<file path="src/rtl/ysyx22041405_lsu_if.sv">
// Data-memory request/response bus: the LSU is the master, data memory is the slave.
interface ysyx22041405_lsu_if #(
  parameter int WIDTH = 32
);
  logic             mem_req_valid;
  logic             mem_req_ready;
  logic             mem_we;
  logic [WIDTH-1:0] mem_addr;
  logic [WIDTH-1:0] mem_wdata;
  logic [3:0]       mem_wstrb;
  logic             mem_rsp_valid;
  logic [WIDTH-1:0] mem_rdata;

  modport master (
    output mem_req_valid, mem_we, mem_addr, mem_wdata, mem_wstrb,
    input  mem_req_ready, mem_rsp_valid, mem_rdata
  );

  modport slave (
    input  mem_req_valid, mem_we, mem_addr, mem_wdata, mem_wstrb,
    output mem_req_ready, mem_rsp_valid, mem_rdata
  );
endinterface

</file>
<file path="src/rtl/ysyx22041405_lsu.sv">
// Load/store unit: one operation at a time, single-outstanding memory bus,
// load data shifted down to bit 0 and handed to write-back.
module ysyx22041405_lsu #(
  parameter int WIDTH = 32
) (
  input  logic                   clk,
  input  logic                   rst_n,
  input  logic                   in_valid,
  output logic                   in_ready,
  input  logic                   is_load,
  input  logic                   is_store,
  input  logic [1:0]             size,
  input  logic [WIDTH-1:0]       addr,
  input  logic [WIDTH-1:0]       wdata,
  ysyx22041405_lsu_if.master     mem,
  output logic                   out_valid,
  input  logic                   out_ready,
  output logic [WIDTH-1:0]       dm_addr,
  output logic [WIDTH-1:0]       dm_rdata,
  output logic                   misalign
);

  typedef enum logic [1:0] {
    IDLE = 2'd0,
    REQ  = 2'd1,
    WAIT = 2'd2,
    DONE = 2'd3
  } state_t;

  state_t           state_reg;
  logic             load_reg;
  logic             req_valid_reg;
  logic             we_reg;
  logic [WIDTH-1:0] mem_addr_reg;
  logic [WIDTH-1:0] mem_wdata_reg;
  logic [3:0]       mem_wstrb_reg;
  logic             out_valid_reg;
  logic [WIDTH-1:0] dm_addr_reg;
  logic [WIDTH-1:0] dm_rdata_reg;
  logic             misalign_reg;

  logic [WIDTH-1:0] lane_wdata;
  logic [3:0]       lane_wstrb;
  logic             misaligned_in;

  // Store data is replicated across lanes so memory only needs the byte strobes.
  always_comb begin
    lane_wdata = '0;
    lane_wstrb = 4'b0000;
    if (is_store) begin
      case (size)
        2'b00: begin
          lane_wdata = {4{wdata[7:0]}};
          lane_wstrb = 4'b0001 << addr[1:0];
        end
        2'b01: begin
          lane_wdata = {2{wdata[15:0]}};
          lane_wstrb = 4'b0011 << addr[1:0];
        end
        default: begin
          lane_wdata = wdata;
          lane_wstrb = 4'b1111;
        end
      endcase
    end
  end

  assign misaligned_in = ((size == 2'b01) && addr[0]) ||
                         (size[1] && (addr[1:0] != 2'b00));

  always_ff @(posedge clk) begin
    if (!rst_n) begin
      state_reg     <= IDLE;
      load_reg      <= 1'b0;
      req_valid_reg <= 1'b0;
      we_reg        <= 1'b0;
      mem_addr_reg  <= '0;
      mem_wdata_reg <= '0;
      mem_wstrb_reg <= 4'b0000;
      out_valid_reg <= 1'b0;
      dm_addr_reg   <= '0;
      dm_rdata_reg  <= '0;
      misalign_reg  <= 1'b0;
    end else begin
      case (state_reg)
        IDLE: begin
          if (in_valid) begin
            dm_addr_reg  <= addr;
            dm_rdata_reg <= '0;
            load_reg     <= is_load;
            if (!(is_load || is_store)) begin
              misalign_reg  <= 1'b0;
              out_valid_reg <= 1'b1;
              state_reg     <= DONE;
            end else if (misaligned_in) begin
              misalign_reg  <= 1'b1;
              out_valid_reg <= 1'b1;
              state_reg     <= DONE;
            end else begin
              misalign_reg  <= 1'b0;
              req_valid_reg <= 1'b1;
              we_reg        <= is_store;
              mem_addr_reg  <= {addr[WIDTH-1:2], 2'b00};
              mem_wdata_reg <= lane_wdata;
              mem_wstrb_reg <= lane_wstrb;
              state_reg     <= REQ;
            end
          end
        end
        REQ: begin
          if (mem.mem_req_ready) begin
            req_valid_reg <= 1'b0;
            state_reg     <= WAIT;
          end
        end
        WAIT: begin
          if (mem.mem_rsp_valid) begin
            dm_rdata_reg  <= load_reg ? (mem.mem_rdata >> {dm_addr_reg[1:0], 3'b000}) : '0;
            out_valid_reg <= 1'b1;
            state_reg     <= DONE;
          end
        end
        DONE: begin
          if (out_ready) begin
            out_valid_reg <= 1'b0;
            state_reg     <= IDLE;
          end
        end
        default: state_reg <= IDLE;
      endcase
    end
  end

  assign in_ready          = (state_reg == IDLE);
  assign mem.mem_req_valid = req_valid_reg;
  assign mem.mem_we        = we_reg;
  assign mem.mem_addr      = mem_addr_reg;
  assign mem.mem_wdata     = mem_wdata_reg;
  assign mem.mem_wstrb     = mem_wstrb_reg;
  assign out_valid         = out_valid_reg;
  assign dm_addr           = dm_addr_reg;
  assign dm_rdata          = dm_rdata_reg;
  assign misalign          = misalign_reg;

endmodule

</file>
<file path="src/flat_wrapper.sv">
// flat-port wrapper written by rule: the top's interface ports become plain ports
module ysyx22041405_lsu_flat 
#(
  parameter int WIDTH = 32
)
  (clk, rst_n, in_valid, in_ready, is_load, is_store, size, addr, wdata, out_valid, out_ready, dm_addr, dm_rdata, misalign, mem_mem_req_valid, mem_mem_we, mem_mem_addr, mem_mem_wdata, mem_mem_wstrb, mem_mem_req_ready, mem_mem_rsp_valid, mem_mem_rdata);
  ysyx22041405_lsu_if #(.WIDTH(WIDTH)) mem_i ();
  input  logic clk;
  input  logic rst_n;
  input  logic in_valid;
  output logic in_ready;
  input  logic is_load;
  input  logic is_store;
  input  logic [1:0] size;
  input  logic [WIDTH-1:0] addr;
  input  logic [WIDTH-1:0] wdata;
  output logic out_valid;
  input  logic out_ready;
  output logic [WIDTH-1:0] dm_addr;
  output logic [WIDTH-1:0] dm_rdata;
  output logic misalign;
  output wire logic [$bits(mem_i.mem_req_valid)-1:0] mem_mem_req_valid;
  output wire logic [$bits(mem_i.mem_we)-1:0] mem_mem_we;
  output wire logic [$bits(mem_i.mem_addr)-1:0] mem_mem_addr;
  output wire logic [$bits(mem_i.mem_wdata)-1:0] mem_mem_wdata;
  output wire logic [$bits(mem_i.mem_wstrb)-1:0] mem_mem_wstrb;
  input wire logic [$bits(mem_i.mem_req_ready)-1:0] mem_mem_req_ready;
  input wire logic [$bits(mem_i.mem_rsp_valid)-1:0] mem_mem_rsp_valid;
  input wire logic [$bits(mem_i.mem_rdata)-1:0] mem_mem_rdata;
  assign mem_mem_req_valid = mem_i.mem_req_valid;
  assign mem_mem_we = mem_i.mem_we;
  assign mem_mem_addr = mem_i.mem_addr;
  assign mem_mem_wdata = mem_i.mem_wdata;
  assign mem_mem_wstrb = mem_i.mem_wstrb;
  assign mem_i.mem_req_ready = mem_mem_req_ready;
  assign mem_i.mem_rsp_valid = mem_mem_rsp_valid;
  assign mem_i.mem_rdata = mem_mem_rdata;
  ysyx22041405_lsu #(.WIDTH(WIDTH)) u_core (.clk(clk), .rst_n(rst_n), .in_valid(in_valid), .in_ready(in_ready), .is_load(is_load), .is_store(is_store), .size(size), .addr(addr), .wdata(wdata), .mem(mem_i), .out_valid(out_valid), .out_ready(out_ready), .dm_addr(dm_addr), .dm_rdata(dm_rdata), .misalign(misalign));
endmodule
</file>
<file path="config.mk">
export PLATFORM = sky130hd
export DESIGN_NAME = ysyx22041405_lsu_flat
export DESIGN_NICKNAME = d
export VERILOG_FILES = /design/src/rtl/ysyx22041405_lsu_if.sv /design/src/rtl/ysyx22041405_lsu.sv /design/src/flat_wrapper.sv
export SDC_FILE = /design/constraint.sdc
export NUM_CORES = 1
export LEC_CHECK = 0
export BUFFER_PORTS_ARGS = -buffer_cell sky130_fd_sc_hd__buf_2
export CORE_MARGIN = 2
export CORE_UTILIZATION = 51
export DETAILED_ROUTE_END_ITERATION = 6
export PLACE_DENSITY = 0.89
export SETUP_SLACK_MARGIN = 0.5
export SYNTH_ARGS = -nofsm -noshare
export SYNTH_HDL_FRONTEND = slang
export SYNTH_SLANG_ARGS = --single-unit
</file>
<file path="constraint.sdc">
create_clock -name clk -period 6.25 [get_ports clk]
set_clock_uncertainty 0.2 [all_clocks]
set_input_delay 0 -clock clk [delete_from_list [all_inputs] [get_ports clk]]
set_output_delay 0 -clock clk [all_outputs]
set_load 0.005 [all_outputs]
</file>
# Yosys cells after proc, flatten, opt, wreduce, memory -nomap -nowiden
# Index checks and enable logic that the tools add are counted.
[word_totals] word_cells=70 reg_bits=137 out_inout_bits=137 inputBits=106
[classes] n_reduce_logical=16 mux=28 n_eq_ne=11 bitwise_logic=1 n_shift=3
[op_table] operator="32-bit two-way mux" count=4
[op_table] operator="32-bit one-hot mux with 2 select lines" count=2
[op_table] operator="32-bit by 5-bit right shift with 32-bit output" count=1
[op_table] operator="2-bit two-way mux" count=6
[op_table] operator="1-bit two-way mux" count=11
[op_table] operator="2-bit != test (second input constant)" count=5
[op_table] operator="5-bit AND reduction" count=2
[op_table] operator="2-bit one-hot mux with 4 select lines" count=1
[op_table] operator="4-bit one-hot mux with 2 select lines" count=1
[op_table] operator="4-bit AND reduction" count=2
[op_table] operator="2-bit nonzero test" count=3
[op_table] operator="2-bit by 1-bit == test with 1-bit output (second input constant)" count=2
[op_table] operator="2-bit == test (second input constant)" count=2
[op_table] operator="2-bit logical NOT" count=2
[op_table] operator="4-bit two-way mux" count=1
[op_table] operator="1-bit by 2-bit left shift with 4-bit output (first input constant)" count=1
[op_table] operator="2-bit by 2-bit left shift with 4-bit output (first input constant)" count=1
[op_table] operator="3-bit by 2-bit != test with 1-bit output (second input constant)" count=1
[op_table] operator="1-bit one-hot mux with 3 select lines" count=1
[op_table] operator="3-bit AND reduction" count=1
[op_table] operator="3-bit nonzero test" count=1
[op_table] operator="1-bit logical AND" count=2
[op_table] operator="1-bit logical OR" count=2
[op_table] operator="2-bit by 1-bit != test with 1-bit output (second input constant)" count=1
[op_table] operator="other kinds (3)" count=3

# Logic depth before layout (Yosys ltp)
# Gate-level depths: netlist of the first run.
[depth] ltp_word=7 depth_mapped=9 ltp_nobuf=6

# Least setup slack after synthesis of the first run
# Ideal clock, no wire load.
[synth_path] path_type="register -> register" from="register u_core.state_reg[0]" to="register u_core.dm_rdata_reg[20] (netlist: u_core.dm_rdata[20])" setup_slack_ns=4.077 required_time_ns=5.980 synth_period_minus_slack_ns=2.173 arrival_time_ns=1.902 path_stages_with_launch=9 setup_time_ns=0.070 cell_sequence="dfxtp_1 -> inv_1 -> ha_1 -> buf_6 -> nor2b_4 -> or3_4 -> buf_6 -> or3_1 -> a21oi_1"
[synth_via] elab_chain_cells=3
[synth_rtl] item="start, declared" line_no="ysyx22041405_lsu.sv:30" rtl="state_t state_reg;"
[synth_rtl] item="start signal, assigned" line_no="ysyx22041405_lsu.sv:73" rtl="state_reg <= IDLE;"
[synth_rtl] item="start signal, assigned" line_no="ysyx22041405_lsu.sv:94" rtl="state_reg <= DONE;"
[synth_rtl] item="start signal, assigned" line_no="ysyx22041405_lsu.sv:98" rtl="state_reg <= DONE;"
[synth_rtl] item="2-bit logical NOT *"
[synth_rtl] item="via in_ready" line_no="flat_wrapper.sv:11" rtl="output logic in_ready;"
[synth_rtl] item="2-bit != test (no line) or 2-bit nonzero test (tied branches)"
[synth_rtl] item="3-bit AND reduction (no line)"
[synth_rtl] item="end signal, assigned" line_no="ysyx22041405_lsu.sv:118" rtl="dm_rdata_reg <= load_reg ? (mem.mem_rdata >> {dm_addr_reg[1:0], 3'b000}) : '0;"
[synth_rtl] item="end, declared" line_no="ysyx22041405_lsu.sv:39" rtl="logic [WIDTH-1:0] dm_rdata_reg;"
# The timed path passes the listed nets; every way through them passes the cells marked *.
# A chain may end at the register's enable or synchronous reset.

# Worst setup path after layout of the first run
[layout_path] from="register u_core.state_reg[1]" to="register u_core.mem_wdata_reg[14] (netlist: u_core.mem.mem_wdata[14])"
[layout_via] elab_chain_cells=2
[layout_rtl] item="2-bit logical NOT" line_no="ysyx22041405_lsu.sv:85" rtl="case (state_reg)"
[layout_rtl] item="4-bit AND reduction (no line)"
[layout_rtl] item="end signal, assigned" line_no="ysyx22041405_lsu.sv:104" rtl="mem_wdata_reg <= lane_wdata;"
[layout_rtl] item="end, declared" line_no="ysyx22041405_lsu.sv:35" rtl="logic [WIDTH-1:0] mem_wdata_reg;"
# Every way passes these cells.

==> metrics, run 1 <==
final hold viol count=0; Seq/Total Area, Yosys=49.2%; YS warnings=0; die area=0.0118 mm²; initial antenna violation count=0; # IOs=243; Internal Power=0.00193 W; Clock H-tree levels=4; placed cells=976; Placed Instance Area=0.00679 mm²; Crit. End Element=register; relative slew slack=21.1%; final max-slew violation count=0; fin area=0.00882 mm²; Area contributors post-synth=dfxtp_1 (49%), nand2_1 (10%), mux2i_1 (7.2%), a21oi_1 (6.6%), o2bb2ai_1 (4.2%); most common cell after layout, fill and taps aside=buf_2; Tmin final=2.78 ns; setup_tns=0 ns; Total GRT Usage=34.3%; total CTS buffers=17; Post-synth EDFFs=0; Synth cell types=44; fin crit share=44.5%; Main synth FF type=dfxtp_1; Max stage delay on crit path=0.72 ns; slowest stage cell, crit path=nand4_1; Root Driver=clkbuf_8; syn avg cell area=8.75 µm²; sequential share of power=36.0%; critical path arrival=2.99 ns; row count=38; PD cells=314 mW/mm²; Sequential Area=0.00274 mm²; total wire length=20.9 mm; fin util=82.1%; WL met1=7.48 mm; router iterations before antenna repair=5; CTS tree=done; commonest non-fill, non-tap cells in the layout=buf_2 (240), nand2_1 (154), dlygate4sd3_1 (140), dfxtp_1 (137), a21oi_1 (73); Area Growth Syn to Fin=58.3%; detail-routed via count per cell=5.64; CTS clk-pin slew, worst paths=0.07 ns; routed length on met3=1.73 mm; CP Max Fanout=36; gr ovfl total=0; cell taking the most area after synthesis=dfxtp_1; Max VDD drop=0.212 mV; Net count, final=1105; Psw=0.000845 W; Worst-Margin Slew=1.18 ns; fmax=360 MHz; wire length per cell=18.2 µm; Hold WS=0.0672 ns; Sink Count=137; HP Class=in2reg; CP Class=reg2reg; area occupied by multi-input gates=0.00260 mm²; wire length on met2=10.4 mm; share of layout cells above drive strength 1=28.5%; sw frac=30.5%; fin cells=1148; die span in y=109 µm; Max clock buf depth=2; post-DP HPWL=11.1 mm; core area=0.0107 mm²; Worst Path Required=6.46 ns; first-pass GRT wire length=31.5 mm; mapped cell area=0.00557 mm²; vias in the first global route=6395; setup repair after global routing missed its margin=no; Initial Util=51.9%; setup violators final=0; combinational share of power=25.4%; Routed Antenna Nets=0; Horiz. Die Dim=109 µm; Leak=4.02 nW; # port buffers=240; n_diodes=0; Async SR Flop Fraction=0%; drc violations=0; largest net degree at the start of global routing=103; clock power share=38.6%; # fillers=634; CP Cell Sequence=inv_1 > ha_1 > and2_1 > buf_4 > nand4_1 > o2bb2ai_1; Via Count=6477; Cells after Synth=637; Clk Latency, worst-skew pair=0.50 ns; DRT iter0 DRCs=630; placer congestion estimate=0.856; post-synth top area share=49.2%; Startpoint Class=register; Max-Cap Viols=0; top layer in use=met4; #FFs+latches synth=137; status=finished clean
==> power by group through the flow <==
stage          logic, W  clock network [W]  registers (W)
2_1_floorplan  0.000358                  0        0.00102
3_3_place_gp   0.000545                  0        0.00101
3_5_place_dp   0.000555                  0        0.00101
4_1_cts        0.000673            0.00108       0.000995
5_1_grt        0.000760            0.00112        0.00101
6_report       0.000704            0.00107       0.000999
==> final cells by class <==
cell class	count	area share, %
Clock inverter	14	2.38
Sequential cell	137	31.1
Timing Repair Buffer	388	30.2
Multi-Input combinational cell	446	29.4
Inverter	5	0.213
Clock buffer	18	4.74
Tap cell	140	1.99
==> kinds of logic after synthesis <==
family | synth area share (%)
AO/OA/AOI/OAI | 20.6
adder cells (fa/ha/maj) | 0.898
buffers and inverters | 4.27
flip-flops | 49.2
multiplexers | 7.18
other | 0.0673
AND/OR/NAND/NOR | 17.8
==> routing by layer <==
metal  up-vias  track usage (%)
met2       398             59.4
met1      3016             36.6
li1       2943                -
met5         -                0
met3       120             9.28
met4         0             22.3
==> metrics by stage <==
stage	setup slack (ns)	power (W)
final	3.47	0.00277
after global routing	3.28	0.00289
after CTS	3.58	0.00274
after detailed placement	3.57	0.00157
after global placement	3.75	0.00156
after floorplan	4.08	0.00138
==> worst paths after layout <==
path | slack (ns) | cells past startpoint | from | end
setup / recovery | 3.47 | 6 | u_core.state_reg[1]$_SDFFE_PN0P_ | u_core.mem.mem_wdata[14]$_SDFFE_PN0P_
setup reg to reg | 3.47 | 6 | u_core.state_reg[1]$_SDFFE_PN0P_ | u_core.mem.mem_wdata[14]$_SDFFE_PN0P_
hold reg to reg | 0.25 | 2 | u_core.dm_rdata[17]$_SDFFE_PN0P_ | u_core.dm_rdata[17]$_SDFFE_PN0P_
hold / removal | 0.07 | 5 | mem_mem_rsp_valid | u_core.dm_rdata[8]$_SDFFE_PN0P_
==> critical path: cells and delay by family (launching register included) <==
kind / cells / cell delay, ns
buf+inv: 2 / 0.48
simple gates: 2 / 0.90
compound gates: 1 / 0.43
fa+ha+maj: 1 / 0.34
flops: 1 / 0.33
==> synthesized netlist by cell type (2+ instances only) <==
cell type,instances
inv_1,5
a21oi_1,73
clkbuf_1,37
mux2i_1,40
o21ai_0,9
a32oi_1,9
and3_1,3
nand2_1,154
or2_2,2
dfxtp_1,137
or3_1,8
o2bb2ai_1,27
buf_1,2
a22o_1,16
a22oi_1,16
nand4_1,2
a211oi_1,2
nor2b_1,12
nand3b_1,2
buf_4,2
nand3_1,2
nor2_1,38
buf_2,7
buf_6,2
ha_1,4
a211o_1,8
==> what timing repair did <==
action,4_1_cts,5_1_grt
hold endpoints to repair,137,0
hold buffers,140,0
gates resized for setup,0,0
setup buffers,0,0
(Power assumes the default switching activity.)
==> run 2: changes to the inputs <==
- CORE_UTILIZATION: 51 -> 43
- PLACE_DENSITY: 0.89 -> 0.8
- clock period: 6.25 -> 2.3 ns (I/O delays scaled with it)
==> run 2 against run 1 <==
Final area rose by 4.3%. Power rose to 2.7 times the previous value. Critical endpoint is now u_core.dm_rdata[21]$_SDFFE_PN0P_. Highest routed layer unchanged. Die area rose by 18%.
==> metrics, run 2 (same netlist as run 1, synthesis figures left out) <==
die span in y=118 µm (+8.6%); Total GRT Usage=29.4% (-4.9 points); Root Driver=clkbuf_16; Worst-Margin Slew=0.502 ns (-0.677 ns); Max stage delay on crit path=0.43 ns (-0.29 ns); Final WS setup=0.364 ns (-3.11 ns); total CTS buffers=17 (unchanged); Max clock buf depth=2 (unchanged); die area=0.0139 mm² (+18%); initial antenna violation count=3 (+3); vias in the first global route=6362 (-0.52%); core area=0.0126 mm² (+17%); CP Class=reg2reg; post-DP HPWL=11.6 mm (+4.2%); largest net degree at the start of global routing=102 (-0.97%); placer congestion estimate=0.882 (+3.0%); cell mode on critical path=or3_4; HP Class=in2reg; fin cells=1182 (+3.0%); wire length per cell=18.6 µm (+2.1%); Leak=4.09 nW (+1.9%); row count=41 (+7.9%); Worst R2R Start=u_core.state_reg[1]$_SDFFE_PN0P_; drc violations=0 (unchanged); DRT iter0 DRCs=581 (-7.8%); hold wc startpoint=in_valid; CTS clk-pin slew, worst paths=0.06 ns (about the same); Worst Path Required=2.44 ns (-4.02 ns); Sink Count=137 (unchanged); final max-slew violation count=0 (unchanged); Horiz. Die Dim=118 µm (+8.6%); setup violators final=0 (unchanged); Net count, final=1104 (-0.090%); slowest stage cell, crit path=or3_4; Initial Util=44.2% (-7.7 points); commonest non-fill, non-tap cells in the layout=buf_2 (239), nand2_1 (153), dfxtp_1 (135), dlygate4sd3_1 (108), a21oi_1 (64); reg2reg end=u_core.dm_rdata[21]$_SDFFE_PN0P_; Area Growth Syn to Fin=65.2%; flop-to-flop setup slack=0.36 ns (-3.11 ns); Reg2Reg Depth=6 (unchanged); Max-Cap Viols=0 (unchanged); placed cells=1016 (+4.1%); most common cell after layout, fill and taps aside=buf_2; Crit. End Element=register; router iterations before antenna repair=5 (unchanged); critical path arrival=2.08 ns (-0.91 ns); setup_tns=0 ns (unchanged); Tmin final=1.94 ns (-0.845 ns); # IOs=243 (unchanged); CP Cell Sequence=inv_4 > ha_4 > nor2b_4 > or3_4 > or3_4 > a21oi_2; fmax=516 MHz (+44%); PD cells=828 mW/mm² (+160%); final hold viol count=0 (unchanged); total wire length=22.0 mm (+5.2%); hold endpoint=u_core.mem.mem_req_valid$_SDFFE_PN0P_; crit path buf inv count=1 (-1); first-pass GRT wire length=32.8 mm (+4.0%); fin crit share=84.2% (+40 points); CP top delay family=simple AND/OR/NAND/NOR gates; Clk Latency, worst-skew pair=0.42 ns (-0.08 ns); Max VDD drop=0.497 mV (+130%); hold path depth=5 (unchanged); setup repair after global routing missed its margin=yes; gr ovfl total=0 (unchanged); # port buffers=240 (unchanged); CP Max Fanout=7 (-81%); detail-routed via count per cell=5.45 (-3.3%); CTS tree=done; Routed Antenna Nets=0 (unchanged); status=finished clean; Clock H-tree levels=4 (unchanged); share of layout cells above drive strength 1=36.7% (+8.2 points); Via Count=6446 (-0.48%); Placement Setup Slack=0.140 ns (-3.43 ns); Startpoint Class=register; relative slew slack=66.6% (+45 points)
## run 2: cell count changes in the layout (fill, tap and decap cells not counted), moves of 6 or more
cell	before	now
a22oi_1	16	1
a21oi_1	73	64
buf_6	0	7
a22oi_2	0	15
buf_4	8	18
a21oi_2	0	9
o2bb2ai_1	27	20
o2bb2ai_2	0	6
or3_4	1	7
dlygate4sd3_1	140	108
## run 2: worst max path at each step
stage	startpoint	depth (start not counted)	slack [ns]	end
after floorplan	u_core.state_reg[0]$_SDFFE_PN0P_	8	0.33	u_core.dm_rdata[20]$_SDFFE_PN0P_
final	u_core.state_reg[1]$_SDFFE_PN0P_	6	0.36	u_core.dm_rdata[21]$_SDFFE_PN0P_
after global routing	u_core.state_reg[1]$_SDFFE_PN0P_	6	0.32	u_core.dm_rdata[21]$_SDFFE_PN0P_
after CTS	u_core.state_reg[1]$_SDFFE_PN0P_	6	0.38	u_core.dm_rdata[23]$_SDFFE_PN0P_
after detailed placement	u_core.state_reg[0]$_SDFFE_PN0P_	6	0.14	u_core.dm_rdata[16]$_SDFFE_PN0P_
after global placement	u_core.state_reg[0]$_SDFFE_PN0P_	7	0.20	u_core.dm_rdata[2]$_SDFFE_PN0P_
## run 2: repair_timing
item / in CTS / in global routing
resized for setup: 18 / 48
hold endpoints to repair: 136 / 0
pin swaps: 9 / 18
endpoints found under the setup margin: 100 / 129
gates cloned: 3 / 5
hold buffers: 108 / 0
buffers inserted: 10 / 5
## run 2: power breakdown
part / switching, W / internal, W
combinational: 0.00127 / 0.00107
sequential: 0.000134 / 0.00260
clock: 0.00103 / 0.00153
total: 0.00243 / 0.00519
## run 2: metrics by stage
stage	area [µm²]	hold WS (ns)	utilization, %	total power [W]
after floorplan	5740	-0.0745	-	0.00389
after global placement	6980	0.0531	55.3	0.00435
after detailed placement	6980	0.0567	55.3	0.00439
after CTS	8790	0.0172	69.7	0.00731
after global routing	9200	0.110	72.9	0.00795
final	9210	0.0962	72.9	0.00762
## run 2: final cells by class
| class | instances | area (µm²) |
|---|---|---|
| Clock inverter | 12 | 103 |
| Multi-Input combinational cell | 449 | 2930 |
| Antenna cell | 4 | 10.0 |
| Sequential cell | 137 | 2750 |
| Fill cell | 877 | 3410 |
| Inverter | 5 | 23.8 |
| Timing Repair Buffer | 384 | 2730 |
| Clock buffer | 19 | 453 |
| Tap cell | 172 | 215 |
## run 2: routing by layer
layer	up-vias	track usage (%)	wire [µm]
li1	2952	-	-
met1	3005	32.8	8390
met2	393	49.2	10700
met3	96	7.99	1650
met4	0	19.3	1190
met5	-	0	0
## run 2: worst register-to-register path: cells and delay by family, from the launching register on
family                     cells  cell delay [ns]
and+or+nand+nor                3             0.94
buffers and inverters          1             0.05
DFF                            1             0.38
adders and majority gates      1             0.18
AOI/OAI and AO/OA              1             0.12
